[config.mk]
export PLATFORM = sky130hd
export DESIGN_NAME = lsu_mem_master
export DESIGN_NICKNAME = d
export VERILOG_FILES = /design/src/rtl/lsu_mem_master.sv
export SDC_FILE = /design/constraint.sdc
export NUM_CORES = 1
export LEC_CHECK = 0
export ABC_CLOCK_PERIOD_IN_PS = 4200
export CAP_MARGIN = 25
export CORE_UTILIZATION = 46
export CTS_BUF_LIST = sky130_fd_sc_hd__clkbuf_4 sky130_fd_sc_hd__clkbuf_8
export CTS_CLUSTER_DIAMETER = 120
export DETAILED_ROUTE_END_ITERATION = 10
export GPL_TIMING_DRIVEN = 0
export PLACE_DENSITY = 0.85
export SYNTH_ARGS = -nofsm -noshare
export SYNTH_HDL_FRONTEND = slang
export SYNTH_SLANG_ARGS = --single-unit
[constraint.sdc]
create_clock -name clock -period 4.2 [get_ports clock]
set_input_delay 0.84 -clock clock [delete_from_list [all_inputs] [get_ports clock]]
set_output_delay 0.84 -clock clock [all_outputs]
set_load 0.005 [all_outputs]
[src/rtl/lsu_mem_master.sv]
// Load/store initiator for the data Memory block: one byte/half/word request at a time,
// sub-word stores done as read-modify-write, one-cycle response with extended load data.
module lsu_mem_master (
    input  logic        clock,
    input  logic        reset,
    input  logic        req_valid,
    output logic        req_ready,
    input  logic        req_we,
    input  logic [1:0]  req_size,
    input  logic        req_unsigned,
    input  logic [31:0] req_addr,
    input  logic [31:0] req_wdata,
    output logic        resp_valid,
    output logic [31:0] resp_rdata,
    output logic        resp_err,
    output logic        mem_ren,
    output logic        mem_wen,
    output logic [31:0] mem_addr,
    output logic [31:0] mem_din,
    input  logic [31:0] mem_dout
);
    typedef enum logic [1:0] {
        ST_IDLE = 2'd0,
        ST_RD   = 2'd1,
        ST_WR   = 2'd2,
        ST_RESP = 2'd3
    } state_t;

    localparam logic [1:0] SZ_BYTE = 2'b00;
    localparam logic [1:0] SZ_HALF = 2'b01;
    localparam logic [1:0] SZ_WORD = 2'b10;

    function automatic logic req_error(input logic [1:0] size, input logic [31:0] addr);
        logic err;
        case (size)
            SZ_BYTE: err = 1'b0;
            SZ_HALF: err = addr[0];
            SZ_WORD: err = (addr[1:0] != 2'b00);
            default: err = 1'b1;
        endcase
        return err | (addr[31:12] != 20'd0);
    endfunction

    function automatic logic [31:0] load_extend(input logic [31:0] word, input logic [1:0] size,
                                                input logic uns, input logic [1:0] off);
        logic [7:0]  b;
        logic [15:0] h;
        logic [31:0] r;
        case (off)
            2'd0:    b = word[7:0];
            2'd1:    b = word[15:8];
            2'd2:    b = word[23:16];
            default: b = word[31:24];
        endcase
        h = off[1] ? word[31:16] : word[15:0];
        case (size)
            SZ_BYTE: r = {{24{~uns & b[7]}}, b};
            SZ_HALF: r = {{16{~uns & h[15]}}, h};
            default: r = word;
        endcase
        return r;
    endfunction

    // Replace only the addressed lane of the read word with the low store bits
    function automatic logic [31:0] store_merge(input logic [31:0] word, input logic [15:0] wdata,
                                                input logic [1:0] size, input logic [1:0] off);
        logic [31:0] r;
        r = word;
        case (size)
            SZ_BYTE: begin
                case (off)
                    2'd0:    r[7:0]   = wdata[7:0];
                    2'd1:    r[15:8]  = wdata[7:0];
                    2'd2:    r[23:16] = wdata[7:0];
                    default: r[31:24] = wdata[7:0];
                endcase
            end
            SZ_HALF: begin
                if (off[1]) begin
                    r[31:16] = wdata;
                end else begin
                    r[15:0] = wdata;
                end
            end
            default: r = word;
        endcase
        return r;
    endfunction

    state_t      state_r, next_s;
    logic        we_r, uns_r;
    logic [1:0]  size_r;
    logic [11:0] addr_r;
    logic [15:0] wdata_r;

    logic        accept_s;
    logic [11:0] op_addr_s;
    logic [31:0] addr_next_s, din_next_s, rdata_next_s;
    logic        err_next_s;

    logic        ren_r, wen_r, rvalid_r, rerr_r;
    logic [31:0] maddr_r, din_r, rdata_r;

    assign req_ready = (state_r == ST_IDLE) && !reset;
    assign accept_s  = req_valid && req_ready;
    assign op_addr_s = (state_r == ST_IDLE) ? req_addr[11:0] : addr_r;

    // Next state plus the values the output registers take on entering that state
    always_comb begin
        next_s       = state_r;
        din_next_s   = 32'd0;
        rdata_next_s = 32'd0;
        err_next_s   = 1'b0;
        case (state_r)
            ST_IDLE: begin
                if (!accept_s) begin
                    next_s = ST_IDLE;
                end else if (req_error(req_size, req_addr)) begin
                    next_s     = ST_RESP;
                    err_next_s = 1'b1;
                end else if (!req_we) begin
                    next_s = ST_RD;
                end else if (req_size == SZ_WORD) begin
                    next_s     = ST_WR;
                    din_next_s = req_wdata;
                end else begin
                    next_s = ST_RD;
                end
            end
            ST_RD: begin
                if (we_r) begin
                    next_s     = ST_WR;
                    din_next_s = store_merge(mem_dout, wdata_r, size_r, addr_r[1:0]);
                end else begin
                    next_s       = ST_RESP;
                    rdata_next_s = load_extend(mem_dout, size_r, uns_r, addr_r[1:0]);
                end
            end
            ST_WR:   next_s = ST_RESP;
            ST_RESP: next_s = ST_IDLE;
            default: next_s = ST_IDLE;
        endcase
        if ((next_s == ST_RD) || (next_s == ST_WR)) begin
            addr_next_s = {22'd0, op_addr_s[11:2]};
        end else begin
            addr_next_s = 32'd0;
        end
    end

    // State, request latch and registered outputs; reset kills any in-flight access at once
    always_ff @(posedge clock or posedge reset) begin
        if (reset) begin
            state_r  <= ST_IDLE;
            we_r     <= 1'b0;
            uns_r    <= 1'b0;
            size_r   <= 2'b00;
            addr_r   <= 12'd0;
            wdata_r  <= 16'd0;
            ren_r    <= 1'b0;
            wen_r    <= 1'b0;
            maddr_r  <= 32'd0;
            din_r    <= 32'd0;
            rvalid_r <= 1'b0;
            rdata_r  <= 32'd0;
            rerr_r   <= 1'b0;
        end else begin
            state_r <= next_s;
            if (accept_s) begin
                we_r    <= req_we;
                uns_r   <= req_unsigned;
                size_r  <= req_size;
                addr_r  <= req_addr[11:0];
                wdata_r <= req_wdata[15:0];
            end
            ren_r    <= (next_s == ST_RD);
            wen_r    <= (next_s == ST_WR);
            maddr_r  <= addr_next_s;
            din_r    <= din_next_s;
            rvalid_r <= (next_s == ST_RESP);
            rdata_r  <= rdata_next_s;
            rerr_r   <= err_next_s;
        end
    end

    assign mem_ren    = ren_r;
    assign mem_wen    = wen_r;
    assign mem_addr   = maddr_r;
    assign mem_din    = din_r;
    assign resp_valid = rvalid_r;
    assign resp_rdata = rdata_r;
    assign resp_err   = rerr_r;

endmodule

==> results of run 1 <==
-- worst max-delay path, stage by stage --
cell and delay, ns:
clkdlybuf4s50_1 0.48, nor2b_1 0.24, clkdlybuf4s50_1 0.57
-- report_power, final --
part           switching (mW)  internal, mW
clock network           0.403         0.309
registers               0.195          1.38
logic                    1.17         0.897
total                    1.77          2.58
-- routing by layer --
| layer | share of wire | track usage | vias to the layer above | wire [um] |
|---|---|---|---|---|
| met5 | 0 | 0 | - | 0 |
| met4 | 0.020 | 0.104 | 0 | 357 |
| met3 | 0.099 | 0.0761 | 30 | 1730 |
| met2 | 0.49 | 0.492 | 303 | 8640 |
| met1 | 0.39 | 0.343 | 2435 | 6770 |
| li1 | - | - | 2362 | - |
-- kinds of logic after synthesis --
group,after synthesis,share of synthesized area
fa+ha+maj,7,0.0155
buf+inv,71,0.0701
simple gates,214,0.182
flops,112,0.497
other cells,1,0.000665
compound gates,127,0.169
mux,35,0.0659
-- cell usage in the layout, fill, tap and decap left out, types with 4 or more instances in the layout --
cell             netlist  routed
a211oi_1               6       6
conb_1                 1      22
clkbuf_1              19      19
clkbuf_8               0      10
o21ai_0               29      29
o211ai_1               5       5
buf_1                  4       4
nor4_4                 4       4
o221ai_1              10      10
nor2_1                33      33
nand2_1              125     125
nor2b_1                9       9
inv_1                 11      10
clkdlybuf4s50_1        0     181
dfrtp_1              112     112
or4_1                  4       4
nor3_1                12      12
mux2_2                 7       7
mux2i_1               27      27
a21oi_1               27      27
o211a_1                7       7
o2bb2ai_1             14      14
buf_4                 22      22
buf_2                 10      10
ha_1                   7       7
o22ai_2               10      10
-- registers in the layout, indices dropped and copies added (netlist names) --
| signal | count |
|---|---|
| mem_din | 32 |
| resp_valid | 1 |
| mem_ren | 1 |
| mem_wen | 1 |
| resp_err | 1 |
| mem_addr | 10 |
| state_r | 2 |
| size_r | 2 |
| we_r | 1 |
| resp_rdata | 32 |
| wdata_r | 16 |
| uns_r | 1 |
| addr_r | 12 |
-- cell type report --
cell class / count / area, sq um
Buffer: 59 / 350
Clock buffer: 10 / 138
Clock inverter: 6 / 81.3
Fill cell: 956 / 4000
Inverter: 12 / 47.5
Multi-Input combinational cell: 405 / 2520
Sequential cell: 112 / 2800
Tap cell: 147 / 184
Timing Repair Buffer: 182 / 1840
-- worst max-delay path by stage --
stage | start | end | slack, ns | depth (start not counted)
detailed placement | reset | mem_addr[7] | 0.91 | 8
finish | reset | req_ready | 1.24 | 3
global placement | reset | mem_din[16] | -1.01 | 2
CTS | reset | req_ready | 1.22 | 3
floorplan | reset | addr_r[0] | 0.40 | 1
global route | reset | mem_addr[9] | 1.19 | 8
-- Yosys cell counts, drive strengths merged (4+ instances only) --
| library cell | number |
|---|---|
| a211oi | 6 |
| a21oi | 27 |
| and2 | 4 |
| buf | 40 |
| clkbuf | 19 |
| dfrtp | 112 |
| ha | 7 |
| inv | 12 |
| mux2 | 7 |
| mux2i | 27 |
| nand2 | 127 |
| nor2 | 34 |
| nor2b | 9 |
| nor3 | 12 |
| nor4 | 6 |
| o211a | 7 |
| o211ai | 5 |
| o21ai | 29 |
| o221ai | 10 |
| o22ai | 13 |
| o2bb2ai | 15 |
| or4 | 4 |
-- metrics by stage --
step / TNS, ns / setup slack [ns] / utilization
after detailed placement: 0 / 0.913 / 0.647
final: 0 / 1.24 / 0.666
after CTS: 0 / 1.22 / 0.666
after global placement: -112.12 / -1.01 / 0.645
after floorplan: 0 / 0.401 / -
after global routing: 0 / 1.19 / 0.666
==> impl_metrics.yaml, run 1 <==
status:
  status: "finished, final reports clean"
routing:
  drt-initial-drc-count: 369
  drt_wl_total_mm: 17.5
  post-route-drc-count: 0
  wire_per_inst_um: 18.8
  ant_nets: 0
  dr.pass1.iters: 5
  via_per_inst: 5.50
  num_vias: 5130
global_route:
  grt_max_degree: 78
  first_global_vias: 5207
  grt_antenna_before_repair: 0
  grt_pass1_wl_mm: 27.4
  grt_overflow: 0
  grtUsageTotal: 0.285
worst_hold_path:
  worstHoldStart: "wdata_r[10]"
  whs_path_depth: 2
  min_to: "wdata_r[10]"
  holdCritPathClass: "reg2reg"
synthesis:
  synth_flop_cell: "dfrtp_1"
  synth_top_area_share: 0.497
  synthArstFlopShare: 1.00
  ys_seq_elements: 112
  synthCells: 567
  synthDistinctLibCells: 54
  avgSynthCellArea_sq_um: 9.95
  synth.top_cells.by_area: "dfrtp_1 (50%), nand2_1 (8.3%), mux2i_1 (4.8%)"
  synth-seq-area-share: 0.497
  yosys.area.top_type: "dfrtp_1"
  ys_warn_count: 0
  synth_area_sq_um: 5640
  synth_edf_count: 0
final_layout:
  finalInstanceArea_sq_um: 7960
  antenna_cells: 0
  layout.nets: 891
  drive_gt1_frac: 0.116
  stdcell_count: 933
  syn_to_final_growth_pct: 41.2
pwr:
  p_total_mw: 4.36
  peakVddDrop_mv: 0.369
  power_density_nw_per_um2: 547
  power_leakage_nw: 3.68
setup_path:
  startpoint_type: "primary input"
  reg2reg_setup_slack_ns: 1.53
  r2r_end: "mem_addr[0]"
  rr_worst_depth: 9
  cp.required_ns: 3.36
  end_kind: "primary output"
  worst-setup-path-type: "in2out"
  arrival_ns: 2.12
  timing.rr.start: "state_r[0]"
  worstPathMaxFanout: 3
place:
  hpwlAfterDp_mm: 13.7
  gp_congestion: 0.908
  io_buffers: 181
  placed_area_sq_um: 7740
  placedCellCount: 917
flow_run:
  drv_cap: 0
clock_tree:
  clkSinkCount: 112
  cts_setup_buffers: 0
  post_cts_resized: 0
  cts_buffer_depth: 2
  cts_buffers: 9
  insertion_delay_ns: 0.40
  cts_tree: "done"
  root_buffer: "clkbuf_8"
  h-tree-depth: 3
  path_clk_slew_ns: 0.11
  ctsHoldBuffers: 0
timing:
  maxSlewHeadroom: 0.514
  post-route-min-period_ns: 2.96
  tightest_slew_ns: 0.729
  setup_viol: 0
  fmax_ghz: 0.337
  final_hold_viol_count: 0
  period_share: 0.706
  whs_ns: 0.494
  rsz0062_at_grt: "false"
  slew_violations: 0
  finalClockSkew_ns: 0.0126
die:
  die_x_um: 113
  rows: 40
  fp.dieH_um: 113
  core-area_sq_um: 12000
  die-area_sq_um: 12700
  initial_core_util: 0.471
  ios: 204
Power figures use the tool's default switching activity.
==> run 2, diff against run 1 <==
--- a/config.mk
+++ b/config.mk
@@ -5,7 +5,7 @@
 export SDC_FILE = /design/constraint.sdc
 export NUM_CORES = 1
 export LEC_CHECK = 0
-export ABC_CLOCK_PERIOD_IN_PS = 4200
+export ABC_CLOCK_PERIOD_IN_PS = 2800
 export CAP_MARGIN = 25
 export CORE_UTILIZATION = 46
 export CTS_BUF_LIST = sky130_fd_sc_hd__clkbuf_4 sky130_fd_sc_hd__clkbuf_8
==> constraint.sdc (replaced) <==
create_clock -name clock -period 2.8 [get_ports clock]
set_input_delay 0.56 -clock clock [delete_from_list [all_inputs] [get_ports clock]]
set_output_delay 0.56 -clock clock [all_outputs]
set_load 0.005 [all_outputs]
==> run 2 against run 1 <==
  * First-iteration DRC count decreased by 12%
  * Die area unchanged
  * Worst hold slack got worse by 0.0077 ns
  * Cell area decreased by 0.52%
  * Via count decreased by 1.0%
  * Largest cell class unchanged
  * Largest power group unchanged
  * Highest routed layer unchanged
==> impl_metrics.yaml, run 2 (same netlist as run 1, synthesis figures left out) <==
setup_path:
  timing.rr.start: "state_r[1]"
  rr_worst_depth: 8
  critical_path.most_common_cell: "ha_1"
  arrival_ns: 2.71
  startpoint_type: "flip-flop"
  r2r_end: "mem_addr[4]"
  cp.required_ns: 3.07
  worstPathMaxFanout: 10
  slowest_stage: "ha_1"
  worst_path_largest_cell_delay_ns: 0.52
  reg2reg_setup_slack_ns: 0.36
  end_kind: "flip-flop"
  worst-setup-path-type: "reg2reg"
  cp_cell_sequence: "inv_1, ha_1, nor2b_1, and2_1, clkbuf_1, a31oi_1, ha_1, nor2_1"
global_route:
  grt_pass1_wl_mm: 27.2
  grtUsageTotal: 0.282
  grt_overflow: 0
  grt_max_degree: 46
  first_global_vias: 5174
  grt_antenna_before_repair: 0
final_layout:
  layout_common_cells: "clkdlybuf4s50_1 (181), nand2_1 (125), dfrtp_1 (112)"
  finalInstanceArea_sq_um: 7920
  syn_to_final_growth_pct: 40.5
  layout.nets: 891
  final_util: 0.662
  antenna_cells: 0
  drive_gt1_frac: 0.115
  final_common_cell: "clkdlybuf4s50_1"
status:
  status: "finished, final reports clean"
worst_hold_path:
  whs_path_depth: 2
  worstHoldStart: "addr_r[7]"
  min_to: "addr_r[7]"
  holdCritPathClass: "reg2reg"
place:
  preCtsSetupSlack_ns: -0.193
  hpwlAfterDp_mm: 13.6
  gp_congestion: 0.868
  io_buffers: 181
  placed_area_sq_um: 7760
routing:
  ant_nets: 0
  drt_wl_total_mm: 17.4
  num_vias: 5077
  dr.pass1.iters: 5
  wire_per_inst_um: 18.7
  via_per_inst: 5.45
  post-route-drc-count: 0
  drt-initial-drc-count: 326
clock_tree:
  insertion_delay_ns: 0.39
  cts_tree: "done"
  ctsHoldBuffers: 0
  h-tree-depth: 3
  cts_setup_buffers: 0
  path_clk_slew_ns: 0.11
  cts_buffer_depth: 2
  cts_buffers: 9
  clkSinkCount: 112
  post_cts_resized: 0
  root_buffer: "clkbuf_8"
pwr:
  peakVddDrop_mv: 0.507
  p_total_mw: 6.34
  power_leakage_nw: 3.65
  power_density_nw_per_um2: 801
die:
  initial_core_util: 0.471
  core-area_sq_um: 12000
  die_x_um: 113
  die-area_sq_um: 12700
  fp.dieH_um: 113
  rows: 40
  ios: 204
timing:
  setup_slack_ns: 0.358
  rsz0062_at_grt: "false"
  final_hold_viol_count: 0
  finalClockSkew_ns: 0.0173
  period_share: 0.872
  post-route-min-period_ns: 2.44
  maxSlewHeadroom: 0.507
  slew_violations: 0
  setup_viol: 0
  whs_ns: 0.486
  tightest_slew_ns: 0.739
  fmax_ghz: 0.410
flow_run:
  drv_cap: 0
==> run 2: cell types whose count changed in the layout (fill, tap and decap cells not counted), sizes merged <==
| cell | previous run | this run |
|---|---|---|
| inv | 17 | 12 |
| clkbuf | 29 | 28 |
| clkinvlp | 0 | 3 |
| clkinv | 0 | 2 |
| bufinv | 1 | 0 |
==> run 2: layer usage <==
metal,vias up,global-route usage,share of wire
met3,32,0.0686,0.084
li1,2348,-,-
met5,-,0,0
met1,2450,0.350,0.41
met2,247,0.468,0.48
met4,0,0.129,0.027
==> run 2: worst max-delay path: cells and delay by family (launching register included) <==
kind	cells	cell delay, ns
and+or+nand+nor	3	0.51
AOI/OAI and AO/OA	1	0.16
buffers and inverters	2	0.48
DFF	1	0.41
adders and majority gates	2	0.75
==> run 2: worst max-delay path by stage <==
stage | slack, ns | startpoint | to
2_1_floorplan | 0.67 | req_addr[22] | mem_addr[0]
3_3_place_gp | -0.12 | reset | mem_din[16]
3_5_place_dp | -0.19 | req_addr[13] | mem_addr[4]
4_1_cts | 0.17 | state_r[1] | mem_addr[4]
5_1_grt | 0.13 | state_r[1] | mem_addr[4]
6_report | 0.36 | state_r[1] | mem_addr[4]
==> run 2: area by class of cell <==
type | instances | area, sq um
clock buffers | 9 | 124
repair buffers | 183 | 1850
flip-flops and latches | 112 | 2800
well taps | 147 | 184
clock inverters | 5 | 43.8
plain buffers | 58 | 347
inverters | 12 | 48.8
fillers | 947 | 4040
multi-input cells | 405 | 2520
==> run 2: per-stage QoR <==
step	cells	setup TNS, ns
2_1_floorplan	588	0
3_3_place_gp	916	-13.11
3_5_place_dp	918	-1.60
4_1_cts	932	0
5_1_grt	931	0
6_report	931	0
==> run 2: report_power, final <==
group	total, mW	internal (mW)	switching, mW
combinational	3.10	1.35	1.75
sequential	2.36	2.07	0.295
clock	0.884	0.323	0.561
total	6.34	3.74	2.60
==> run 3, diff against run 2 <==
==> config.mk (replaced) <==
export PLATFORM = sky130hd
export DESIGN_NAME = lsu_mem_master
export DESIGN_NICKNAME = d
export VERILOG_FILES = /design/src/rtl/lsu_mem_master.sv
export SDC_FILE = /design/constraint.sdc
export NUM_CORES = 1
export LEC_CHECK = 0
export ABC_CLOCK_PERIOD_IN_PS = 2800
export CAP_MARGIN = 25
export CORE_UTILIZATION = 45
export CTS_BUF_LIST = sky130_fd_sc_hd__clkbuf_16
export CTS_CLUSTER_DIAMETER = 80
export DETAILED_ROUTE_END_ITERATION = 10
export GPL_TIMING_DRIVEN = 0
export PLACE_DENSITY = 0.84
export SYNTH_ARGS = -nofsm -noshare
export SYNTH_HDL_FRONTEND = slang
export SYNTH_SLANG_ARGS = --single-unit
==> run 3 against run 2 <==
  * Sequential share of layout area is 0.89 points lower
  * Combinational power hardly changed
  * Total power is 8.5% higher
  * Sequential cell count stayed put
  * Critical endpoint is now mem_addr[6]
==> impl_metrics.yaml, run 3 (same netlist as run 1, synthesis figures left out) <==
routing:
  via_per_inst: 5.34
  dr.pass1.iters: 5
  drt_wl_total_mm: 17.9
  wire_per_inst_um: 18.8
  num_vias: 5107
  drt-initial-drc-count: 328
  ant_nets: 0
  post-route-drc-count: 0
final_layout:
  final_util: 0.671
  layout_common_cells: "clkdlybuf4s50_1 (181), nand2_1 (125), dfrtp_1 (112)"
  final_common_cell: "clkdlybuf4s50_1"
  finalInstanceArea_sq_um: 8130
  antenna_cells: 0
  drive_gt1_frac: 0.117
  syn_to_final_growth_pct: 44.1
  layout.nets: 893
pwr:
  power_density_nw_per_um2: 847
  power_leakage_nw: 3.74
  peakVddDrop_mv: 0.492
setup_path:
  rr_worst_depth: 9
  cp.required_ns: 3.03
  startpoint_type: "primary input"
  timing.rr.start: "state_r[1]"
  reg2reg_setup_slack_ns: 0.26
  worstPathMaxFanout: 10
  arrival_ns: 2.78
  r2r_end: "mem_addr[6]"
  worst-setup-path-type: "in2reg"
  end_kind: "flip-flop"
timing:
  period_share: 0.913
  finalClockSkew_ns: 0.0112
  rsz0062_at_grt: "false"
  post-route-min-period_ns: 2.56
  whs_ns: 0.489
  fmax_ghz: 0.391
  maxSlewHeadroom: 0.454
  final_hold_viol_count: 0
  slew_violations: 0
  setup_slack_ns: 0.244
  setup_viol: 0
  totalNegativeSetupSlack_ns: 0
  tightest_slew_ns: 0.813
global_route:
  grt_overflow: 0
  grt_max_degree: 43
  grt_pass1_wl_mm: 27.7
  grt_antenna_before_repair: 0
  first_global_vias: 5264
  grtUsageTotal: 0.284
worst_hold_path:
  whs_path_depth: 2
  worstHoldStart: "addr_r[8]"
  holdCritPathClass: "reg2reg"
  min_to: "addr_r[8]"
clock_tree:
  cts_tree: "done"
  cts_buffers: 9
  ctsHoldBuffers: 0
  cts_setup_buffers: 0
  cts_buffer_depth: 2
  insertion_delay_ns: 0.37
  clkSinkCount: 112
  root_buffer: "clkbuf_16"
  post_cts_resized: 0
  path_clk_slew_ns: 0.08
  h-tree-depth: 3
die:
  ios: 204
  die_x_um: 114
  fp.dieH_um: 114
  core-area_sq_um: 12100
  initial_core_util: 0.466
  rows: 40
  die-area_sq_um: 13000
place:
  io_buffers: 181
  gp_congestion: 0.902
  preCtsSetupSlack_ns: -0.147
  hpwlAfterDp_mm: 13.7
  placed_area_sq_um: 7800
flow_run:
  drv_cap: 0
status:
  status: "finished, final reports clean"
## run 3: report_power, final
group / total (mW) / internal (mW) / switching [mW]
combinational: 3.11 / 1.35 / 1.76
sequential: 2.36 / 2.07 / 0.289
clock: 1.41 / 0.788 / 0.621
## run 3: how the worst max path moves through the flow
stage,slack [ns],to,depth (start not counted),startpoint
6_report,0.24,mem_addr[6],8,req_size[0]
5_1_grt,0.03,mem_addr[1],9,state_r[0]
3_5_place_dp,-0.15,mem_addr[9],8,req_addr[14]
3_3_place_gp,-0.12,resp_rdata[24],2,reset
4_1_cts,0.24,mem_addr[7],8,req_addr[14]
2_1_floorplan,0.67,mem_addr[0],7,req_addr[22]
## run 3: critical path, stage by stage
cell and delay [ns]:
clkdlybuf4s50_1 0.49, nand3b_4 0.22, or3_1 0.32, or3_1 0.34, a31oi_1 0.19, ha_1 0.15
buf_1 0.41, nor2_1 0.10
## run 3: area by class of cell
| cell class | instances | area, sq um |
|---|---|---|
| repair buffers | 184 | 1870 |
| multi-input cells | 405 | 2520 |
| clock buffers | 9 | 225 |
| well taps | 168 | 210 |
| clock inverters | 7 | 96.3 |
| inverters | 12 | 48.8 |
| flip-flops and latches | 112 | 2800 |
| fillers | 939 | 3990 |
| plain buffers | 59 | 350 |
## run 3: routing by layer
layer,part of all wire,track usage,vias up
met2,0.47,0.479,299
met5,0,0,-
met4,0.030,0.137,0
met1,0.39,0.340,2405
li1,-,-,2365
met3,0.10,0.0685,38
## run 3: metrics by stage
step	instances	power, mW
2_1_floorplan	588	4.15
3_3_place_gp	937	5.34
3_5_place_dp	940	5.45
4_1_cts	956	6.87
5_1_grt	956	7.30
6_report	956	6.88
